File: src/rtl/dmem_arbiter_if.sv
// rtl/dmem_arbiter_if.sv - data-memory bus between the arbiter and the memory
// Purpose: groups the single data-memory port that the arbiter owns.
// Signals:
//   mem_rd, mem_wr  read / write strobes towards memory
//   mem_addr        byte address (DM_ADDRESS bits)
//   mem_wdata       write data (DATA_W bits)
//   mem_func3       access size/sign code passed through from the winner
//   mem_rdata       read data, valid combinationally in the request cycle
// Modports: master = arbiter side, slave = memory side.
interface dmem_arbiter_if #(
    parameter int DATA_W     = 32,
    parameter int DM_ADDRESS = 9
);
    logic                  mem_rd;
    logic                  mem_wr;
    logic [DM_ADDRESS-1:0] mem_addr;
    logic [DATA_W-1:0]     mem_wdata;
    logic [2:0]            mem_func3;
    logic [DATA_W-1:0]     mem_rdata;

    modport master (
        output mem_rd, mem_wr, mem_addr, mem_wdata, mem_func3,
        input  mem_rdata
    );

    modport slave (
        input  mem_rd, mem_wr, mem_addr, mem_wdata, mem_func3,
        output mem_rdata
    );
endinterface

File: src/rtl/dmem_arbiter.sv
// rtl/dmem_arbiter.sv - core / debug arbiter for a single data-memory port
// Purpose: shares one data-memory port between the MEM stage and a debug/loader
//   port. The core has priority; with DMEM_ARB_STARVE_EN defined, a debug request
//   refused STARVE_LIM consecutive cycles is forced through (core stalls one cycle).
//   Without DMEM_ARB_STARVE_EN the core has strict priority and STARVE_LIM is unused.
// Ports:
//   clk, reset                 clock, asynchronous active-low reset
//   core_rd/wr/addr/wdata/func3, core_stall, core_rdata   MEM-stage access
//   dbg_valid/we/addr/wdata/func3, dbg_ready              debug request handshake
//   dbg_rvalid, dbg_rdata      debug read response, one cycle after acceptance
//   owner                      last cycle's winner (0 idle, 1 core, 2 debug), debug view
//   mem                        data-memory bus (dmem_arbiter_if.master)
module dmem_arbiter #(
    parameter int DATA_W     = 32,
    parameter int DM_ADDRESS = 9,
    parameter int STARVE_LIM = 4
) (
    input  logic                  clk,
    input  logic                  reset,
    input  logic                  core_rd,
    input  logic                  core_wr,
    input  logic [DM_ADDRESS-1:0] core_addr,
    input  logic [DATA_W-1:0]     core_wdata,
    input  logic [2:0]            core_func3,
    output logic                  core_stall,
    output logic [DATA_W-1:0]     core_rdata,
    input  logic                  dbg_valid,
    input  logic                  dbg_we,
    input  logic [DM_ADDRESS-1:0] dbg_addr,
    input  logic [DATA_W-1:0]     dbg_wdata,
    input  logic [2:0]            dbg_func3,
    output logic                  dbg_ready,
    output logic                  dbg_rvalid,
    output logic [DATA_W-1:0]     dbg_rdata,
    output logic [1:0]            owner,
    dmem_arbiter_if.master        mem
);

    typedef enum logic [1:0] {
        OWN_IDLE = 2'd0,
        OWN_CORE = 2'd1,
        OWN_DBG  = 2'd2
    } owner_e;

    owner_e              winner;
    owner_e              owner_q, owner_d;
    logic                dbg_rvalid_q, dbg_rvalid_d;
    logic [DATA_W-1:0]   dbg_rdata_q, dbg_rdata_d;
    logic                core_req;
    logic                force_dbg;

    assign core_req = core_rd | core_wr;

`ifdef DMEM_ARB_STARVE_EN
    localparam logic [3:0] STARVE_LIM_C = 4'(STARVE_LIM);

    logic [3:0] starve_q, starve_d;

    assign force_dbg = dbg_valid && (starve_q == STARVE_LIM_C);

    // Counts consecutive refused debug cycles; any gap in dbg_valid restarts it.
    always_comb begin
        starve_d = starve_q;
        if (!dbg_valid || winner == OWN_DBG) begin
            starve_d = 4'd0;
        end else if (starve_q < STARVE_LIM_C) begin
            starve_d = starve_q + 4'd1;
        end
    end

    always_ff @(posedge clk or negedge reset) begin
        if (!reset) begin
            starve_q <= 4'd0;
        end else begin
            starve_q <= starve_d;
        end
    end
`else
    assign force_dbg = 1'b0;
`endif

    // Winner selection and the owner FSM next state: owner simply records
    // this cycle's winner and never feeds back into arbitration.
    always_comb begin
        winner = OWN_IDLE;
        if (force_dbg) begin
            winner = OWN_DBG;
        end else if (core_req) begin
            winner = OWN_CORE;
        end else if (dbg_valid) begin
            winner = OWN_DBG;
        end
        owner_d = winner;
    end

    always_comb begin
        mem.mem_rd    = 1'b0;
        mem.mem_wr    = 1'b0;
        mem.mem_addr  = '0;
        mem.mem_wdata = '0;
        mem.mem_func3 = 3'd0;
        case (winner)
            OWN_CORE: begin
                mem.mem_rd    = core_rd;
                mem.mem_wr    = core_wr;
                mem.mem_addr  = core_addr;
                mem.mem_wdata = core_wdata;
                mem.mem_func3 = core_func3;
            end
            OWN_DBG: begin
                mem.mem_rd    = ~dbg_we;
                mem.mem_wr    = dbg_we;
                mem.mem_addr  = dbg_addr;
                mem.mem_wdata = dbg_wdata;
                mem.mem_func3 = dbg_func3;
            end
            default: ;
        endcase
    end

    assign core_stall = core_req && (winner != OWN_CORE);
    assign core_rdata = mem.mem_rdata;
    assign dbg_ready  = (winner == OWN_DBG);

    // Read response: winner == OWN_DBG implies dbg_valid, so this is the accept.
    always_comb begin
        dbg_rvalid_d = (winner == OWN_DBG) && !dbg_we;
        dbg_rdata_d  = dbg_rdata_q;
        if (dbg_rvalid_d) begin
            dbg_rdata_d = mem.mem_rdata;
        end
    end

    always_ff @(posedge clk or negedge reset) begin
        if (!reset) begin
            owner_q      <= OWN_IDLE;
            dbg_rvalid_q <= 1'b0;
            dbg_rdata_q  <= '0;
        end else begin
            owner_q      <= owner_d;
            dbg_rvalid_q <= dbg_rvalid_d;
            dbg_rdata_q  <= dbg_rdata_d;
        end
    end

    assign dbg_rvalid = dbg_rvalid_q;
    assign dbg_rdata  = dbg_rdata_q;
    assign owner      = owner_q;

endmodule

File: src/flat_wrapper.sv
// flat-port wrapper written by rule: the top's interface ports become plain ports
module dmem_arbiter_flat 
#(
    parameter int DATA_W     = 32,
    parameter int DM_ADDRESS = 9,
    parameter int STARVE_LIM = 4
)
  (clk, reset, core_rd, core_wr, core_addr, core_wdata, core_func3, core_stall, core_rdata, dbg_valid, dbg_we, dbg_addr, dbg_wdata, dbg_func3, dbg_ready, dbg_rvalid, dbg_rdata, owner, mem_mem_rd, mem_mem_wr, mem_mem_addr, mem_mem_wdata, mem_mem_func3, mem_mem_rdata);
  dmem_arbiter_if #(.DATA_W(DATA_W), .DM_ADDRESS(DM_ADDRESS)) mem_i ();
  input  logic clk;
  input  logic reset;
  input  logic core_rd;
  input  logic core_wr;
  input  logic [DM_ADDRESS-1:0] core_addr;
  input  logic [DATA_W-1:0] core_wdata;
  input  logic [2:0] core_func3;
  output logic core_stall;
  output logic [DATA_W-1:0] core_rdata;
  input  logic dbg_valid;
  input  logic dbg_we;
  input  logic [DM_ADDRESS-1:0] dbg_addr;
  input  logic [DATA_W-1:0] dbg_wdata;
  input  logic [2:0] dbg_func3;
  output logic dbg_ready;
  output logic dbg_rvalid;
  output logic [DATA_W-1:0] dbg_rdata;
  output logic [1:0] owner;
  output wire logic [$bits(mem_i.mem_rd)-1:0] mem_mem_rd;
  output wire logic [$bits(mem_i.mem_wr)-1:0] mem_mem_wr;
  output wire logic [$bits(mem_i.mem_addr)-1:0] mem_mem_addr;
  output wire logic [$bits(mem_i.mem_wdata)-1:0] mem_mem_wdata;
  output wire logic [$bits(mem_i.mem_func3)-1:0] mem_mem_func3;
  input wire logic [$bits(mem_i.mem_rdata)-1:0] mem_mem_rdata;
  assign mem_mem_rd = mem_i.mem_rd;
  assign mem_mem_wr = mem_i.mem_wr;
  assign mem_mem_addr = mem_i.mem_addr;
  assign mem_mem_wdata = mem_i.mem_wdata;
  assign mem_mem_func3 = mem_i.mem_func3;
  assign mem_i.mem_rdata = mem_mem_rdata;
  dmem_arbiter #(.DATA_W(DATA_W), .DM_ADDRESS(DM_ADDRESS), .STARVE_LIM(STARVE_LIM)) u_core (.clk(clk), .reset(reset), .core_rd(core_rd), .core_wr(core_wr), .core_addr(core_addr), .core_wdata(core_wdata), .core_func3(core_func3), .core_stall(core_stall), .core_rdata(core_rdata), .dbg_valid(dbg_valid), .dbg_we(dbg_we), .dbg_addr(dbg_addr), .dbg_wdata(dbg_wdata), .dbg_func3(dbg_func3), .dbg_ready(dbg_ready), .dbg_rvalid(dbg_rvalid), .dbg_rdata(dbg_rdata), .owner(owner), .mem(mem_i));
endmodule
File: config.mk
export PLATFORM = sky130hd
export DESIGN_NAME = dmem_arbiter_flat
export DESIGN_NICKNAME = d
export VERILOG_FILES = /design/src/rtl/dmem_arbiter_if.sv /design/src/rtl/dmem_arbiter.sv /design/src/flat_wrapper.sv
export SDC_FILE = /design/constraint.sdc
export NUM_CORES = 1
export LEC_CHECK = 0
export BUFFER_PORTS_ARGS = -buffer_cell sky130_fd_sc_hd__buf_2
export CAP_MARGIN = 20
export CORE_AREA = 2 2 93 95
export CTS_BUF_LIST = sky130_fd_sc_hd__clkbuf_8 sky130_fd_sc_hd__clkbuf_16
export CTS_CLUSTER_DIAMETER = 30
export DETAILED_ROUTE_END_ITERATION = 7
export DIE_AREA = 0 0 95 97
export HOLD_SLACK_MARGIN = 0.1
export PLACE_DENSITY = 0.7
export SLEW_MARGIN = 5
export SYNTH_ARGS = -nofsm -noshare
export SYNTH_HDL_FRONTEND = slang
export SYNTH_SLANG_ARGS = --single-unit
File: constraint.sdc
create_clock -name clk -period 1.3 [get_ports clk]
set_input_delay 0.13 -clock clk [delete_from_list [all_inputs] [get_ports clk]]
set_output_delay 0.13 -clock clk [all_outputs]
set_load 0.02 [all_outputs]
# == Word level (Yosys, flattened, before mapping) ==
# Index checks and enable logic that the tools add are counted.
# totals
latchBits,0
regBits,35
memories,0
mem_bits_ro,0
output_inout_bits,115
inputBits,126
mem_bits_rw,0
elab_cells,18
# classes
n_div,0
n_reduce_logical,3
bitwise,2
eq_ne,3
mul,0
mux,7
n_addsub,0
n_lt_le_gt_ge,0
shifts,0
# ops
operator,count
$pmux W32 S2,1
$pmux W9 S2,1
$pmux W3 S2,1
$mux W2,2
$pmux W1 S2,2
$eq A2 B1 Y1 const B,1
$eq A2 B2 Y1 const B,1
$logic_and A1 B1 Y1,2
$ne A2 B1 Y1 const B,1
$logic_not A1 Y1,1
$not A1 Y1,1
$or A1 B1 Y1,1

# == Logic depth before layout (Yosys ltp) ==
# depth
word_depth,4
depth_mapped,4
mapped_depth_nobuf,2

# == Worst setup path before layout ==
# OpenSTA, ideal clock, no wires.
# synth_path
path_type,in2out
start,in core_rd
end,out mem_mem_wdata[17]
slack_ns,-0.093
required_ns,1.170
t_arrival_ns,1.263
stages,4
n_path_buf,2
cell_sequence,or2_2 clkbuf_1 clkbuf_1 o21ai_0
# synth_via
elab_chain_len,4
word_cells_on_any_way,5
classes_between,eq/ne (2); mux (2); bitwise (1)
# synth_rtl
element,line,rtl
start: declaration,flat_wrapper.sv:12,input logic core_rd;
$or A1 B1 Y1 (*),dmem_arbiter.sv:52,assign core_req = core_rd | core_wr;
named net u_core.core_req,dmem_arbiter.sv:49,logic core_req;
$mux W2 (*),dmem_arbiter.sv:88,end else if (core_req) begin
$eq A2 B2 Y1 or $eq A2 B1 Y1 (tied branches),dmem_arbiter.sv:102,case (winner)
$pmux W32 S2 (*),dmem_arbiter.sv:102,
end: declaration,flat_wrapper.sv:31,output wire logic [$bits(mem_i.mem_wdata)-1:0] mem_mem_wdata;
# Mark *: on every way through the listed nets, which the timed path passes. The rest lies on a longest branch.

# == Worst setup path in the final report ==
# layout_path
start,in core_rd
end,out mem_mem_wdata[28]
# layout_via
elab_chain_len,4
word_cells_on_any_way,5
classes_between,eq/ne (2); mux (2); bitwise (1)
# layout_rtl
element,line
$or A1 B1 Y1 (*),dmem_arbiter.sv:52
$mux W2 (*),dmem_arbiter.sv:88
$eq A2 B2 Y1 or $eq A2 B1 Y1 (tied branches),dmem_arbiter.sv:102
$pmux W32 S2 (*),dmem_arbiter.sv:102
# Every way passes the cells marked *; elsewhere a longest branch is shown, timed or not.

==> run summary <==
outcome -> finished clean
Worst EP arrival -> 1.15 ns
num rows -> 33
placed cell areas -> 0.003378 sq mm
routability congestion estimate from global placement -> 0.7473
slowest CP cell -> or2_2
Seq cells post-synth -> 35
Final Setup Violations -> 0
full die area -> 0.009215 sq mm
xor and xnor fraction of the mapped netlist area -> 0%
Synth cell types -> 16
Max Slew Vio Count -> 0
Detail Route Antenna Nets -> 0
worst path buffer plus inverter count -> 3
CTS Sinks -> 35
clock buffer depth -> 2
initial antenna violation count -> 0
RSZ-0062 raised after global routing -> yes
critical path, cell by cell -> buf_2 -> or2_2 -> buf_12 -> o21ai_1 -> buf_4
final net count -> 611
I/O Pins -> 241
RR Startpoint -> u_core.dbg_rdata[23]
Final Power -> 0.004041 W
syn_nets -> 389
multiplexer share of the synthesized area -> 15.89%
Int Pwr -> 0.002627 W
clock latency on the worst-skew pair -> 0.27 ns
Clock Power Share -> 24.2%
crit path kind -> in -> out
FF-to-FF path depth -> 1
Max FO, Critical Path -> 46
hold crit path type -> in -> reg
vias in the first global route -> 2,549
share of layout cells above drive strength 1 -> 60.29%
post-DP HPWL -> 6005 microns
setup TNS -> 0 ns
DRT Wirelength -> 7724 microns
top cell type's share of synthesized area -> 38.63%
Worst Clk Skew -> 0 ns
gr ovfl total -> 0
Worst path max stage delay -> 0.32 ns
first-pass GRT wire length -> 11,580 microns
total iterations of the first detailed-routing run -> 4
HP Start -> mem_mem_rdata[23]
vias -> 2,730
Antenna diodes -> 0
CP required -> 1.17 ns
die span in x -> 95 microns
Max Freq -> 778.9 MHz
DIE HEIGHT -> 97 microns
Final Hold Viols -> 0
maxcap violations -> 0
global routing usage on met1 -> 16.91%
r2r setup slk -> 0.51 ns
total track usage -> 15.56%
fin crit share -> 98.76%
PD cells -> 1088 mW/mm^2
Combinational Power Share -> 40.8%
largest family of logic cells by synthesized area -> compound AO/OA/AOI/OAI gates
Starting DRT DRC Count -> 87
commonest non-fill, non-tap cell in the layout -> buf_2
fin area -> 0.003712 sq mm
Leakage -> 1.961 nW
worst r2r dst -> u_core.dbg_rdata[23]
register area share after synthesis -> 38.63%
drt drc -> 0
Clock Tree Root -> clkbuf_8
wire per inst -> 13.07 microns
hold path cells -> 2
ranking of synthesized cells by area -> dfrtp_1, o21ai_0, mux2_2
core area -> 0.008134 sq mm
number of port buffers -> 239
fin crit period -> 1.284 ns
Synth Area in Simple Gates -> 8.775%
Adder-Cell Fraction of Synth Area -> 0%
average vias per placed instance -> 4.619
Hold EP -> u_core.dbg_rdata[23]
P_sw -> 0.001414 W
Startpoint Class -> input port
cell taking the most area after synthesis -> dfrtp_1
yosys warns -> 0
leading cell types in the layout, fill and taps excluded -> buf_2, o21ai_0, nand2_1, dfrtp_1, mux2_2
Flop pwr share -> 35.0%
Setup Buffers After CTS -> 0
H-tree lvl count -> 2
Initial Utilization -> 27.87%
GRT busiest layer -> met2
mapped cell area -> 0.002267 sq mm
hold_ws -> 0.1060 ns
M2 GR Usage -> 29.68%
TritonCTS Buffers -> 5
Compound-Gate Fraction of Synth Area -> 20.14%
capturing element type of the critical path -> output port
synthesis-to-finish area growth -> 63.74%
critical path's top delay family -> buffers and inverters
pin count of the biggest net entering global routing -> 47
Critical Path Stages -> 5
Avg Cell Area, Syn -> 8.620 sq um
Switching Share -> 34.99%
Cells after Synth -> 263
GR Util met3 -> 2.336%
Clock Pin Slew Worst Setup and Hold Paths -> 0.06 ns
IR drop worst, VDD -> 0.0004213 V
CTS tree -> yes
state kept, by name, indices dropped and copies added, names as in the netlist:
register / flops
u_core.dbg_rdata: 32
u_core.dbg_rvalid: 1
u_core.owner: 2
worst max path at each step:
stage	start	endpoint	slack, ns
floorplan	core_rd	mem_mem_wdata[17]	-0.09
global placement	core_rd	mem_mem_wdata[29]	-0.09
detailed placement	core_rd	mem_mem_wdata[29]	-0.11
CTS	core_rd	mem_mem_wdata[28]	0.004
global route	core_wr	mem_mem_wdata[3]	-0.04
finish	core_rd	mem_mem_wdata[28]	0.02
cell families after synthesis:
kind of cell           after synthesis
other                                1
AOI/OAI and AO/OA                   90
and+or+nand+nor                     47
buffers and inverters               58
muxes                               32
DFF                                 35
what timing repair did:
| action | 4_1_cts | 5_1_grt |
|---|---|---|
| resized for setup | 4 | 19 |
| endpoints found under the hold margin | 53 | 0 |
| setup endpoints to repair | 3 | 35 |
| hold buffers | 19 | 0 |
| pin swaps | 0 | 0 |
power by group through the flow:
stage	clock, W	combinational (W)	sequential (W)
5_1_grt	0.00105	0.00178	0.00144
4_1_cts	0.00101	0.00164	0.00141
3_5_place_dp	0	0.00159	0.00144
2_1_floorplan	0	0.000671	0.00172
3_3_place_gp	0	0.00156	0.00143
6_report	0.000979	0.00165	0.00142
per-layer routing:
layer | vias to the layer above | wire (microns) | share of wire (%)
met5 | - | 0 | 0
met4 | 0 | 111 | 1.4
met3 | 11 | 751 | 9.7
met2 | 173 | 4038 | 52
met1 | 1238 | 2822 | 37
li1 | 1308 | - | -
layout make-up:
cell class                      count  area, sq um
Clock buffer                        6        82.58
Clock inverter                      2        35.03
Fill cell                         806         4422
Inverter                            2        7.507
Multi-Input combinational cell    170         1023
Sequential cell                    35        875.8
Tap cell                          105        131.4
Timing Repair Buffer              271         1556
synthesized netlist by cell type:
| master | n |
|---|---|
| mux2_2 | 29 |
| o21ai_0 | 88 |
| mux2_1 | 3 |
| o31ai_1 | 1 |
| dfrtp_1 | 35 |
| nand2_1 | 44 |
| buf_4 | 33 |
| buf_1 | 1 |
| clkbuf_1 | 18 |
| conb_1 | 1 |
| a31o_2 | 1 |
| buf_6 | 4 |
| inv_1 | 2 |
| nor2_1 | 1 |
| nor4b_4 | 1 |
| or2_2 | 1 |
stage by stage:
| step | util (%) | std cells | worst slack [ns] |
|---|---|---|---|
| final | 45.64 | 591 | 0.01611 |
| after global routing | 45.64 | 591 | -0.04467 |
| after CTS | 45.36 | 591 | 0.003724 |
| after detailed placement | 41.53 | 564 | -0.1112 |
| after global placement | 41.53 | 564 | -0.09300 |
| after floorplan | - | 263 | -0.09304 |
Note: power is estimated with default switching activity, not from simulation.
